### src/rtl/lock_sequencer.sv
// Push-button lock sequencer: collects B0/B1 presses, matches them against a stored code,
// counts failures, enforces lockout and supports reprogramming. Optional macro: LOCK_AUTO_RELOCK_EN.
module lock_sequencer #(
   parameter int unsigned                CODE_LEN    = 4,
   parameter logic [CODE_LEN-1:0]        CODE_INIT   = 4'b1001,
   parameter int unsigned                MAX_FAIL    = 3,
   parameter int unsigned                LOCKOUT_CYC = 32,
   parameter int unsigned                TIMEOUT_CYC = 16,
   localparam int unsigned               FCW         = $clog2(MAX_FAIL + 1)
) (
   input  logic           mClk,
   input  logic           Reset_n,
   input  logic           B0,
   input  logic           B1,
   input  logic           Prog,
   input  logic           Relock,
   output logic           correct,
   output logic           incorrect,
   output logic           unlocked,
   output logic           locked_out,
   output logic           prog_done,
   output logic [FCW-1:0] fail_cnt,
   output logic [2:0]     dbg_state_o
);

   localparam int unsigned CNT_MAX = (LOCKOUT_CYC > TIMEOUT_CYC) ? LOCKOUT_CYC : TIMEOUT_CYC;
   localparam int unsigned CW      = $clog2(CNT_MAX + 1);
   localparam int unsigned DCW     = $clog2(CODE_LEN + 1);

   localparam logic [CW-1:0]  TIMEOUT_V  = CW'(TIMEOUT_CYC);
   localparam logic [CW-1:0]  LOCKOUT_V  = CW'(LOCKOUT_CYC);
   localparam logic [CW-1:0]  CNT_MAX_V  = CW'(CNT_MAX);
   localparam logic [CW-1:0]  CNT_ONE    = CW'(1);
   localparam logic [DCW-1:0] CODE_LEN_V = DCW'(CODE_LEN);
   localparam logic [DCW-1:0] DIG_ONE    = DCW'(1);
   localparam logic [FCW-1:0] MAX_FAIL_V = FCW'(MAX_FAIL);
   localparam logic [FCW-1:0] FAIL_ONE   = FCW'(1);

   typedef enum logic [2:0] {
      S_LOCKED  = 3'd0,
      S_ENTRY   = 3'd1,
      S_OPEN    = 3'd2,
      S_PROG    = 3'd3,
      S_LOCKOUT = 3'd4
   } state_e;

   state_e              state_q;
   logic                b0_prev_q;
   logic                b1_prev_q;
   logic [CODE_LEN-1:0] code_q;
   logic [CODE_LEN-1:0] entry_q;
   logic [DCW-1:0]      dig_q;
   logic [CW-1:0]       idle_q;
   logic [CW-1:0]       lock_cnt_q;
   logic [FCW-1:0]      fail_q;
   logic                correct_q;
   logic                incorrect_q;
   logic                unlocked_q;
   logic                locked_q;
   logic                prog_done_q;

   logic                rise0_d;
   logic                rise1_d;
   logic                press_d;
   logic                digit_d;
   logic [CODE_LEN-1:0] shift_d;
   logic [DCW-1:0]      ndig_d;
   logic                last_d;
   logic [CW-1:0]       idle_inc_d;
   logic                idle_exp_d;
   logic [FCW-1:0]      fail_inc_d;
   logic                lock_exp_d;

   // Simultaneous rising edges on both buttons cancel out: no digit, no idle restart.
   assign rise0_d    = B0 & ~b0_prev_q;
   assign rise1_d    = B1 & ~b1_prev_q;
   assign press_d    = rise0_d ^ rise1_d;
   assign digit_d    = rise1_d;
   assign shift_d    = {entry_q[CODE_LEN-2:0], digit_d};
   assign ndig_d     = dig_q + DIG_ONE;
   assign last_d     = (ndig_d == CODE_LEN_V);
   assign idle_inc_d = (idle_q == CNT_MAX_V) ? idle_q : idle_q + CNT_ONE;
   assign idle_exp_d = (idle_inc_d == TIMEOUT_V);
   assign fail_inc_d = (fail_q == MAX_FAIL_V) ? fail_q : fail_q + FAIL_ONE;
   assign lock_exp_d = (lock_cnt_q <= CNT_ONE);

   always_ff @(posedge mClk or negedge Reset_n) begin
      if (!Reset_n) begin
         state_q     <= S_LOCKED;
         b0_prev_q   <= 1'b1;
         b1_prev_q   <= 1'b1;
         code_q      <= CODE_INIT;
         entry_q     <= '0;
         dig_q       <= '0;
         idle_q      <= '0;
         lock_cnt_q  <= '0;
         fail_q      <= '0;
         correct_q   <= 1'b0;
         incorrect_q <= 1'b0;
         unlocked_q  <= 1'b0;
         locked_q    <= 1'b0;
         prog_done_q <= 1'b0;
      end else begin
         b0_prev_q   <= B0;
         b1_prev_q   <= B1;
         correct_q   <= 1'b0;
         incorrect_q <= 1'b0;
         prog_done_q <= 1'b0;
         case (state_q)
            S_LOCKED: begin
               if (press_d) begin
                  state_q <= S_ENTRY;
                  entry_q <= {{(CODE_LEN-1){1'b0}}, digit_d};
                  dig_q   <= DIG_ONE;
                  idle_q  <= '0;
               end
            end
            S_ENTRY: begin
               if (press_d) begin
                  idle_q <= '0;
                  if (last_d) begin
                     entry_q <= '0;
                     dig_q   <= '0;
                     if (shift_d == code_q) begin
                        state_q    <= S_OPEN;
                        unlocked_q <= 1'b1;
                        correct_q  <= 1'b1;
                        fail_q     <= '0;
                     end else begin
                        incorrect_q <= 1'b1;
                        fail_q      <= fail_inc_d;
                        if (fail_inc_d == MAX_FAIL_V) begin
                           state_q    <= S_LOCKOUT;
                           locked_q   <= 1'b1;
                           lock_cnt_q <= LOCKOUT_V;
                        end else begin
                           state_q <= S_LOCKED;
                        end
                     end
                  end else begin
                     entry_q <= shift_d;
                     dig_q   <= ndig_d;
                  end
               end else if (idle_exp_d) begin
                  // Abandoned entry: drop partial digits, failure count untouched.
                  state_q <= S_LOCKED;
                  entry_q <= '0;
                  dig_q   <= '0;
                  idle_q  <= '0;
               end else begin
                  idle_q <= idle_inc_d;
               end
            end
            S_OPEN: begin
               if (Relock) begin
                  state_q    <= S_LOCKED;
                  unlocked_q <= 1'b0;
                  idle_q     <= '0;
               end else if (Prog) begin
                  state_q <= S_PROG;
                  entry_q <= '0;
                  dig_q   <= '0;
                  idle_q  <= '0;
               end
`ifdef LOCK_AUTO_RELOCK_EN
               else if (press_d) begin
                  idle_q <= '0;
               end else if (idle_exp_d) begin
                  state_q    <= S_LOCKED;
                  unlocked_q <= 1'b0;
                  idle_q     <= '0;
               end else begin
                  idle_q <= idle_inc_d;
               end
`endif
            end
            S_PROG: begin
               if (press_d) begin
                  idle_q <= '0;
                  if (last_d) begin
                     state_q     <= S_OPEN;
                     code_q      <= shift_d;
                     prog_done_q <= 1'b1;
                     entry_q     <= '0;
                     dig_q       <= '0;
                  end else begin
                     entry_q <= shift_d;
                     dig_q   <= ndig_d;
                  end
               end else if (idle_exp_d) begin
                  state_q <= S_OPEN;
                  entry_q <= '0;
                  dig_q   <= '0;
                  idle_q  <= '0;
               end else begin
                  idle_q <= idle_inc_d;
               end
            end
            S_LOCKOUT: begin
               // Expiring on count 1 keeps locked_out high for exactly LOCKOUT_CYC cycles.
               if (lock_exp_d) begin
                  state_q    <= S_LOCKED;
                  locked_q   <= 1'b0;
                  lock_cnt_q <= '0;
                  fail_q     <= '0;
               end else begin
                  lock_cnt_q <= lock_cnt_q - CNT_ONE;
               end
            end
            default: begin
               state_q    <= S_LOCKED;
               unlocked_q <= 1'b0;
               locked_q   <= 1'b0;
               entry_q    <= '0;
               dig_q      <= '0;
               idle_q     <= '0;
               lock_cnt_q <= '0;
            end
         endcase
      end
   end

   assign correct     = correct_q;
   assign incorrect   = incorrect_q;
   assign unlocked    = unlocked_q;
   assign locked_out  = locked_q;
   assign prog_done   = prog_done_q;
   assign fail_cnt    = fail_q;
   assign dbg_state_o = state_q;

endmodule

### config.mk
export PLATFORM = sky130hd
export DESIGN_NAME = lock_sequencer
export DESIGN_NICKNAME = d
export VERILOG_FILES = /design/src/rtl/lock_sequencer.sv
export SDC_FILE = /design/constraint.sdc
export NUM_CORES = 1
export LEC_CHECK = 0
export ABC_AREA = 1
export BUFFER_PORTS_ARGS = -buffer_cell sky130_fd_sc_hd__buf_2
export CORE_ASPECT_RATIO = 0.6
export CORE_MARGIN = 5
export CORE_UTILIZATION = 30
export CTS_BUF_LIST = sky130_fd_sc_hd__clkbuf_8
export CTS_CLUSTER_SIZE = 20
export DETAILED_ROUTE_END_ITERATION = 6
export PLACE_DENSITY = 0.56
export SYNTH_ARGS = -nofsm -noshare
export SYNTH_HDL_FRONTEND = slang
export SYNTH_SLANG_ARGS = --single-unit
### constraint.sdc
create_clock -name mClk -period 1.7 [get_ports mClk]
set_input_delay 0.425 -clock mClk [delete_from_list [all_inputs] [get_ports mClk]]
set_output_delay 0.425 -clock mClk [all_outputs]
set_load 0.05 [all_outputs]
# [Yosys cells after proc, flatten, opt, wreduce, memory -nomap -nowiden]
# Index checks and enable logic that the tools add are counted.
[op_classes] add_sub_neg=4 magnitude_cmp=1 n_eq_ne=26 mux=66 n_bitwise=8 n_reduce_logical=13
[ops] operator="2-to-1 mux 3 bit" n=22
[ops] operator="2-to-1 mux 6 bit" n=11
[ops] operator="one-hot mux 3 bit (4 select lines)" n=2
[ops] operator="one-hot mux 6 bit (4 select lines)" n=1
[ops] operator="2-to-1 mux 1 bit" n=20
[ops] operator="inequality test 2 bit (second input constant)" n=10
[ops] operator="one-hot mux 6 bit (3 select lines)" n=1
[ops] operator="inequality test 3 bit (second input constant)" n=5
[ops] operator="one-hot mux 3 bit (5 select lines)" n=1
[ops] operator="AND reduction 5 bit" n=3
[ops] operator="2-to-1 mux 2 bit" n=5
[ops] operator="AND reduction 7 bit" n=1
[ops] operator="adder 6 x 1 -> 6 bit (second input constant)" n=1
[ops] operator="equality test 3 x 2 -> 1 bit (second input constant)" n=2
[ops] operator="equality test 3 bit (second input constant)" n=2
[ops] operator="equality test 6 x 5 -> 1 bit (second input constant)" n=1
[ops] operator="equality test 6 bit (second input constant)" n=1
[ops] operator="less-or-equal comparator 6 x 1 -> 1 bit (second input constant)" n=1
[ops] operator="one-hot mux 1 bit (3 select lines)" n=2
[ops] operator="AND reduction 3 bit" n=2
[ops] operator="AND reduction 6 bit" n=1
[ops] operator="OR reduction 3 bit" n=2
[ops] operator="subtractor 6 x 1 -> 6 bit (second input constant)" n=1
[ops] operator="inverter 1 bit" n=5
[ops] operator="other kinds (13)" n=15
[word_totals] regBits=34 input_bits=6 output_inout_bits=10 word_cells=132

# [Depth between registers and ports, before layout]
# Gate-level depths: netlist of the first run.
[logic_depth] word_depth=8 mapped_depth=11

# [Worst setup path before layout of the first run]
# Ideal clock, no wire load.
[synth_path] path_type="reg2reg" startpoint="reg state_q[1], in the netlist dbg_state_o[1]" endpoint="reg state_q[1], in the netlist dbg_state_o[1]" arrival_ps=1518 required_ps=1580 slack_ps=62 path_stages_with_launch=10 n_path_buf=0 path_cell_list="dfrtp_1 -> inv_2 -> nand2_2 -> nor2_4 -> nand2_4 -> inv_1 -> nor3_4 -> nand2_1 -> nand2_1 -> nand2_1"
[synth_between] elab_chain_len=3
[synth_lines] element="from (decl)" line="47" rtl="state_e state_q;"
[synth_lines] element="from (signal assigned)" line="89" rtl="state_q <= S_LOCKED;"
[synth_lines] element="from (signal assigned)" line="112" rtl="state_q <= S_ENTRY;"
[synth_lines] element="from (signal assigned)" line="125" rtl="state_q <= S_OPEN;"
[synth_lines] element="equality test 3 x 1 -> 1 bit, or another cell as far along" line="109" rtl="case (state_q)"
[synth_lines] element="inequality test 3 bit (no source line) or inequality test 2 bit (tied branches)"
[synth_lines] element="AND reduction 7 bit (no source line)"
# Parallel ways exist; a longest one is shown, timed or not.
# A chain may end at the register's enable or synchronous reset.

# [Final worst setup path of the first run]
[layout_path] startpoint="reg idle_q[0]" endpoint="reg dig_q[2]"
[layout_between] elab_chain_len=5
[layout_lines] element="from (decl)" line="53" rtl="logic [CW-1:0] idle_q;"
[layout_lines] element="from (signal assigned)" line="151" rtl="idle_q <= idle_inc_d;"
[layout_lines] element="from (signal assigned)" line="196" rtl="idle_q <= idle_inc_d;"
[layout_lines] element="adder 6 x 1 -> 6 bit or equality test 6 bit (tied branches)" line="82" rtl="assign idle_inc_d = (idle_q == CNT_MAX_V) ? idle_q : idle_q + CNT_ONE;"
[layout_lines] element="2-to-1 mux 6 bit *" line="82"
[layout_lines] element="equality test 6 x 5 -> 1 bit *" line="83" rtl="assign idle_exp_d = (idle_inc_d == TIMEOUT_V);"
[layout_lines] element="inequality test 3 x 1 -> 1 bit (no source line) *"
[layout_lines] element="AND reduction 5 bit (no source line) *"
[layout_lines] element="to (signal assigned)" line="142" rtl="dig_q <= ndig_d;"
[layout_lines] element="to (signal assigned)" line="188" rtl="dig_q <= ndig_d;"
[layout_lines] element="to (decl)" line="52" rtl="logic [DCW-1:0] dig_q;"
# Every way passes the cells marked *; elsewhere a longest branch is shown, timed or not.

==> results of run 1 <==
==> layer usage <==
metal | track usage, % | vias up | routed length [um]
li1 | - | 838 | -
met1 | 17.7 | 735 | 2460
met2 | 15.1 | 20 | 1740
met3 | 3.50 | 2 | 151
met4 | 1.98 | 0 | 19
met5 | 0 | - | 0
==> flip-flops by register name, summed over array words and instances (netlist names) <==
register,count
idle_q,6
lock_cnt_q,6
code_q,4
dbg_state_o,3
dig_q,3
entry_q,3
fail_cnt,2
b0_prev_q,1
b1_prev_q,1
correct,1
incorrect,1
locked_out,1
prog_done,1
unlocked,1
==> per-stage QoR <==
stage | area (um2) | setup TNS (ns) | std cells | setup slack (ns) | util (%)
4_1_cts | 2270 | 0 | 356 | 0.0662 | 36.7
3_3_place_gp | 2180 | 0 | 348 | 0.0541 | 35.2
3_5_place_dp | 2180 | 0 | 348 | 0.0357 | 35.2
2_1_floorplan | 1940 | 0 | 241 | 0.0619 | -
6_report | 2360 | 0 | 358 | 0.0916 | 38.2
5_1_grt | 2360 | -0.0808 | 358 | -0.0240 | 38.2
==> synthesized netlist by cell type, drive strengths merged <==
master	count
a21oi	8
and2	1
dfrtp	30
dfstp	4
ha	6
inv	28
nand2	71
nand3	17
nand3b	1
nand4	4
nor2	31
nor3	3
o211ai	2
o21ai	21
o22ai	1
o31ai	1
or2	2
xnor2	2
xor2	8
==> cells by family (layout without fill, tap and decap cells) <==
logic type / Yosys count / count (layout) / synth area share, %
xor gates and xnor gates: 10 / 10 / 4.51
DFF: 34 / 34 / 44.1
AOI/OAI and AO/OA: 33 / 33 / 10.2
adders and majority gates: 6 / 6 / 3.87
and+or+nand+nor: 130 / 130 / 32.0
buffers and inverters: 28 / 61 / 5.41
==> worst min path at each step <==
| stage | end | startpoint |
|---|---|---|
| floorplan | code_q[1]$_DFFE_PN0P_ | Reset_n |
| global placement | incorrect$_DFF_PN0_ | Reset_n |
| detailed placement | dig_q[2]$_DFFE_PN0P_ | Reset_n |
| CTS | entry_q[1]$_DFFE_PN0P_ | Reset_n |
| global route | dig_q[2]$_DFFE_PN0P_ | Reset_n |
| finish | entry_q[1]$_DFFE_PN0P_ | Reset_n |
==> where the power goes <==
group          switching [mW]  internal (mW)
combinational            1.17          0.668
sequential              0.191           1.01
clock                   0.288          0.321
==> worst reg2reg max path, stage by stage (launching register included) <==
cell     delay (ns)
dfrtp_1        0.43
ha_1           0.24
xor2_1         0.16
nand2_2        0.10
nand2_1        0.05
nor2_1         0.11
nand2_2        0.10
nand2_4        0.11
nand2_4        0.08
nand2_1        0.06
nand2_1        0.05
==> what timing repair did <==
item / in CTS / in global routing
setup endpoints to repair: 0 / 22
hold buffers: 0 / 0
buffers inserted: 0 / 2
gates resized for setup: 0 / 18
==> final cells by class <==
class | count | area [um2]
Clock buffer | 6 | 82.6
Clock inverter | 2 | 8.76
Fill cell | 672 | 3830
Inverter | 28 | 105
Multi-Input combinational cell | 179 | 1060
Sequential cell | 34 | 856
Tap cell | 84 | 105
Timing Repair Buffer | 25 | 150
==> out/metrics.cfg, run 1 <==
[place]
dp_hpwl_um = 3340
portBuffers = 15
place.gp.congestion = 0.829

[synth]
synth_seq_area_share_pct = 44.1
avgSynthCellArea_um2 = 8.06
syn_nets = 253
ys_ff_latch = 34
yosysTopAreaCell = dfrtp_1
ys_types = 30
ys_warn_count = 0
synthCells = 241
synth_top_area_share_pct = 38.7
syn_area_um2 = 1940
synth_area_leaders = dfrtp_1, nand2_1, dfstp_2

[power]
leakage_nw = 1.18
ir_drop_uv = 544
power_density_nw_per_um2 = 1540
total_power_mw = 3.64

[layout]
layout.cells.most_common_list = nand2_1, dfrtp_1, nor2_1
final_nets = 285
drive_gt1_share_pct = 28.8
diodes = 0
areaGrowthSynthToFinish_pct = 21.7
final_common_cell = nand2_1

[drt]
drt-total-wl_um = 4360
num_vias = 1595
detail-route-antenna-nets = 0
vias_per_cell = 4.46
drt_iter0_markers = 81
remaining_drc_errors = 0
wl_per_cell_um = 12.2
firstDrtPassIters = 4

[die]
initial_core_util_pct = 31.4
die_area_um2 = 8230
die_y_um = 72.3
die_x_um = 114
rows = 22
io_pins = 16
core_um2 = 6190

[cts]
htree_levels = 2
clock_latency_ns = 0.28
cts_made_buffers = 5
tritoncts = yes
clk_path_buf_depth = 2
clkTransAtPathRegs_ns = 0.07
cts_sinks = 34
root_buffer = clkbuf_8

[critical_path]
path_max_fanout = 6
critical_path_class = reg -> reg
r2r-start = idle_q[0]$_DFFE_PN0P_
crit_top_cell = nand2_1
r2r-end = dig_q[2]$_DFFE_PN0P_
crit_start = idle_q[0]$_DFFE_PN0P_
reg2regPathDepth = 10
critPathBufInv = 0
endpoint = dig_q[2]$_DFFE_PN0P_
cpPeakStageDelay_ns = 0.43
cp.required_ns = 1.87
start_kind = register
critPathSlowestCell = dfrtp_1
crit_family = simple AND/OR/NAND/NOR gates
end_kind = register
worstPathArrival_ns = 1.78
crit_chain = ha_1 -> xor2_1 -> nand2_2 -> nand2_1 -> nor2_1 -> nand2_2 -> nand2_4 -> nand2_4 -> nand2_1 -> nand2_1
crit_cells = 10
r2r_setup_slack_ns = 0.09

[sta]
fin_crit_sh_pct = 94.6
period_needed_ns = 1.61
hold_viol = 0
max_clock_freq_mhz = 622
hold_ws_ns = 0.0501
slew_violations = 0
slew_headroom_pct = 74.3
worstMarginPinSlew_ns = 0.385
setup_violations = 0
skew_ns = 0.00444

[global_route]
antenna_found_initial = 0
grt_usage_pct = 11.3
grt_pass1_wl_um = 7310
grt_overflow = 0
grt_pass1_vias = 1479
grt_max_degree = 20

[run]
drv_cap = 0

[run_status]
status = finished clean

[min_path]
hp-class = in -> async

(Power assumes the default switching activity.)
==> run 2, diff against run 1 <==
Settings changed: RECOVER_POWER set to 25, SLEW_MARGIN set to 5.
==> out/metrics.cfg, run 2 (synthesis results as in run 1) <==
[critical_path]
worstPathArrival_ns = 1.77
start_kind = register
r2r-end = dig_q[2]$_DFFE_PN0P_
crit_family = simple AND/OR/NAND/NOR gates
r2r-start = idle_q[0]$_DFFE_PN0P_
critPathBufInv = 0
end_kind = register
critPathSlowestCell = dfrtp_1
cp.required_ns = 1.87
critical_path_class = reg -> reg
reg2regPathDepth = 10
r2r_setup_slack_ns = 0.09
cpPeakStageDelay_ns = 0.43
crit_top_cell = nand2_1
crit_chain = ha_1 -> xor2_1 -> nand2_2 -> nand2_1 -> nor2_1 -> nand2_2 -> nand2_4 -> nand2_4 -> nand2_1 -> nand2_1
path_max_fanout = 6

[die]
rows = 22
io_pins = 16
die_y_um = 72.3
die_x_um = 114
initial_core_util_pct = 31.4
core_um2 = 6190
die_area_um2 = 8230

[sta]
fin_crit_sh_pct = 94.4
tns_ns = 0
layout_setup_ws_ns = 0.0947
setup_violations = 0
worstMarginPinSlew_ns = 0.865
slew_violations = 0
hold_viol = 0
skew_ns = 0.00522
slew_headroom_pct = 42.4
hold_ws_ns = 0.233
period_needed_ns = 1.61
max_clock_freq_mhz = 623

[cts]
cts_made_buffers = 5
clk_path_buf_depth = 2
root_buffer = clkbuf_8
htree_levels = 2
cts_hold_buf = 0
tritoncts = yes
clkTransAtPathRegs_ns = 0.07
cts_sinks = 34
clock_latency_ns = 0.28

[drt]
detail-route-antenna-nets = 0
remaining_drc_errors = 0
drt-total-wl_um = 4360
drt_iter0_markers = 85
firstDrtPassIters = 4
wl_per_cell_um = 12.2
vias_per_cell = 4.45
num_vias = 1593

[layout]
final_common_cell = nand2_1
instances_no_fill = 358
reg_top3 = idle_q x6, lock_cnt_q x6, code_q x4
drive_gt1_share_pct = 27.7
diodes = 0
areaGrowthSynthToFinish_pct = 21.4
final_core_util_pct = 38.1
final_nets = 285
layout.cells.most_common_list = nand2_1, dfrtp_1, nor2_1
fin_area_um2 = 2360

[global_route]
grt_pass1_vias = 1479
grt_overflow = 0
antenna_found_initial = 0
grt_pass1_wl_um = 7310
grt_max_degree = 20
grt_usage_pct = 11.3

[power]
ir_drop_uv = 543
total_power_mw = 3.64
leakage_nw = 1.17
power_density_nw_per_um2 = 1540

[place]
dp_slack_ns = 0.0357
placed_cell_area_um2 = 2180
portBuffers = 15
placed_cells = 348
place.gp.congestion = 0.829
dp_hpwl_um = 3340

[run]
drv_cap = 0

[min_path]
hp-class = in -> async

[run_status]
status = finished clean

[run 2: cell count changes in the layout (fill, tap and decap cells not counted)]
cell	change
clkbuf_1	+3
clkbuf_2	+1
buf_2	-3
buf_4	-1
[run 2: cell type report]
type / count / area, um2
Clock buffer: 6 / 82.6
Clock inverter: 2 / 8.76
Fill cell: 674 / 3840
Inverter: 28 / 105
Multi-Input combinational cell: 179 / 1060
Sequential cell: 34 / 856
Tap cell: 84 / 105
Timing Repair Buffer: 25 / 144
[run 2: report_power, final]
group | internal, mW | switching, mW
clock | 0.321 | 0.289
combinational | 0.666 | 1.16
sequential | 1.01 | 0.190
total | 1.99 | 1.64
[run 2: worst max path at each step]
stage / slack [ns] / depth (start not counted) / to / from
3_3_place_gp: 0.05 / 11 / code_q[3]$_DFFE_PN1P_ / B1
3_5_place_dp: 0.04 / 11 / code_q[3]$_DFFE_PN1P_ / B1
2_1_floorplan: 0.06 / 9 / dbg_state_o[1]$_DFFE_PN0P_ / dbg_state_o[1]$_DFFE_PN0P_
4_1_cts: 0.07 / 10 / code_q[3]$_DFFE_PN1P_ / b1_prev_q$_DFF_PN1_
6_report: 0.09 / 10 / dig_q[2]$_DFFE_PN0P_ / idle_q[0]$_DFFE_PN0P_
5_1_grt: -0.02 / 9 / lock_cnt_q[1]$_DFFE_PN0P_ / b1_prev_q$_DFF_PN1_
[run 2: per-layer routing]
metal / up-vias / wire length [um] / GRT usage, %
met1: 733 / 2450 / 17.7
met3: 2 / 154 / 3.50
met2: 18 / 1740 / 15.1
met5: - / 0 / 0
li1: 840 / - / -
met4: 0 / 20 / 1.98
[run 2: timing repair]
action,in CTS,in global routing
setup endpoints to repair,0,22
buffers inserted,0,2
endpoints found under the hold margin,0,0
resized for setup,0,18
==> run 3, diff against run 2 <==
Settings changed: CORE_MARGIN 5 to 3, SLEW_MARGIN 5 to 20.
==> out/metrics.cfg, run 3 (synthesis results as in run 1) <==
[run_status]
status = finished clean

[sta]
slew_violations = 0
slew_headroom_pct = 42.1
period_needed_ns = 1.59
tns_ns = 0
max_clock_freq_mhz = 627
skew_ns = 0.0111
worstMarginPinSlew_ns = 0.868
hold_viol = 0
setup_violations = 0
fin_crit_sh_pct = 93.8

[critical_path]
critical_path_class = reg -> reg
start_kind = register
cp.required_ns = 1.87
end_kind = register
path_max_fanout = 9
worstPathArrival_ns = 1.77

[drt]
num_vias = 1618
vias_per_cell = 4.51
remaining_drc_errors = 0
firstDrtPassIters = 4
wl_per_cell_um = 11.7
drt_iter0_markers = 119
drt-total-wl_um = 4210
detail-route-antenna-nets = 0

[run]
drv_cap = 0

[layout]
reg_top3 = idle_q x6, lock_cnt_q x6, code_q x4
final_common_cell = nand2_1
final_core_util_pct = 37.3
layout.cells.most_common_list = nand2_1, dfrtp_1, nor2_1
fill_cells = 640
areaGrowthSynthToFinish_pct = 19.1
final_nets = 286
instances_no_fill = 359
diodes = 0
drive_gt1_share_pct = 25.8

[power]
seqPwrFrac_pct = 33.7
internal_power_mw = 1.94
leakage_nw = 1.17
power_switching_mw = 1.63
clockPowerShare_pct = 15.6
combPwrFrac_pct = 50.7
ir_drop_uv = 431
swShare_pct = 45.6
power_density_nw_per_um2 = 1540

[cts]
cts_made_buffers = 5
tritoncts = yes
clkTransAtPathRegs_ns = 0.07
root_buffer = clkbuf_8
htree_levels = 2
cts_hold_buf = 0
clk_path_buf_depth = 2
cts_sinks = 34
clock_latency_ns = 0.29

[place]
dp_hpwl_um = 3160
place.gp.congestion = 0.808
placed_cells = 348
portBuffers = 15

[global_route]
grt_overflow = 0
antenna_found_initial = 0
grt_max_degree = 35
grt_pass1_vias = 1454
grt_pass1_wl_um = 7180
grt_usage_pct = 12.7

[die]
die_area_um2 = 7510
die_x_um = 110
rows = 22
initial_core_util_pct = 31.4
io_pins = 16
core_um2 = 6190
die_y_um = 68.3

[min_path]
hp-class = in -> reg

-- run 3: layout make-up --
type	instances	area [um2]	area share [%]
flip-flops and latches	34	856	37.0
clock inverters	3	11.3	0.487
repair buffers	26	153	6.60
inverters	28	105	4.55
well taps	84	105	4.55
clock buffers	5	68.8	2.98
multi-input cells	179	1010	43.8
-- run 3: stage by stage --
| step | hold WS, ns | setup WS, ns | total power, mW | area [um2] |
|---|---|---|---|---|
| finish | 0.236 | 0.106 | 3.56 | 2310 |
| global route | 0.239 | -0.0118 | 3.89 | 2310 |
| CTS | 0.178 | 0.0595 | 3.47 | 2260 |
| detailed placement | 0.471 | 0.0580 | 2.90 | 2180 |
| global placement | 0.467 | 0.0503 | 2.92 | 2180 |
| floorplan | 0.129 | 0.0619 | 2.44 | 1940 |
-- run 3: final timing paths --
kind,startpoint,end,depth (start not counted),slack (ns)
worst max-delay path,b1_prev_q$_DFF_PN1_,dig_q[2]$_DFFE_PN0P_,9,0.11
worst min-delay path,B1,b1_prev_q$_DFF_PN1_,1,0.24
worst max register to register,b1_prev_q$_DFF_PN1_,dig_q[2]$_DFFE_PN0P_,9,0.11
worst min register to register,code_q[3]$_DFFE_PN1P_,code_q[3]$_DFFE_PN1P_,2,0.48
max in group asynchronous,Reset_n,unlocked$_DFFE_PN0P_,2,0.82
min in group asynchronous,Reset_n,incorrect$_DFF_PN0_,2,0.33
-- run 3: timing repair --
item | in CTS | in global routing
setup buffers | 0 | 3
gates resized for setup | 0 | 11
endpoints found under the setup margin | 0 | 20
-- run 3: power groups by stage --
stage               Clock (mW)  Sequential, mW  Combinational (mW)
detailed placement           0            1.21                1.70
global placement             0            1.21                1.71
CTS                      0.575            1.20                1.70
finish                   0.556            1.20                1.81
floorplan                    0            1.38                1.06
global route             0.621            1.23                2.04
-- run 3: critical path, stage by stage, from the launching register on --
cell and delay [ns]:
dfstp_2 0.53, inv_1 0.03, nand2_1 0.10, nand2_1 0.10, nand2_4 0.13, inv_1 0.09
a21oi_2 0.25, nand2_4 0.11, nand2_1 0.07, nand2_1 0.05
-- run 3: metal layers --
| metal | wire, um | vias to the layer above | GRT usage (%) | part of all wire (%) |
|---|---|---|---|---|
| met5 | 0 | - | 0 | 0 |
| met2 | 1630 | 27 | 16.2 | 39 |
| met4 | 43 | 0 | 4.20 | 1.0 |
| met3 | 223 | 5 | 3.49 | 5.3 |
| met1 | 2310 | 743 | 19.8 | 55 |
| li1 | - | 843 | - | - |
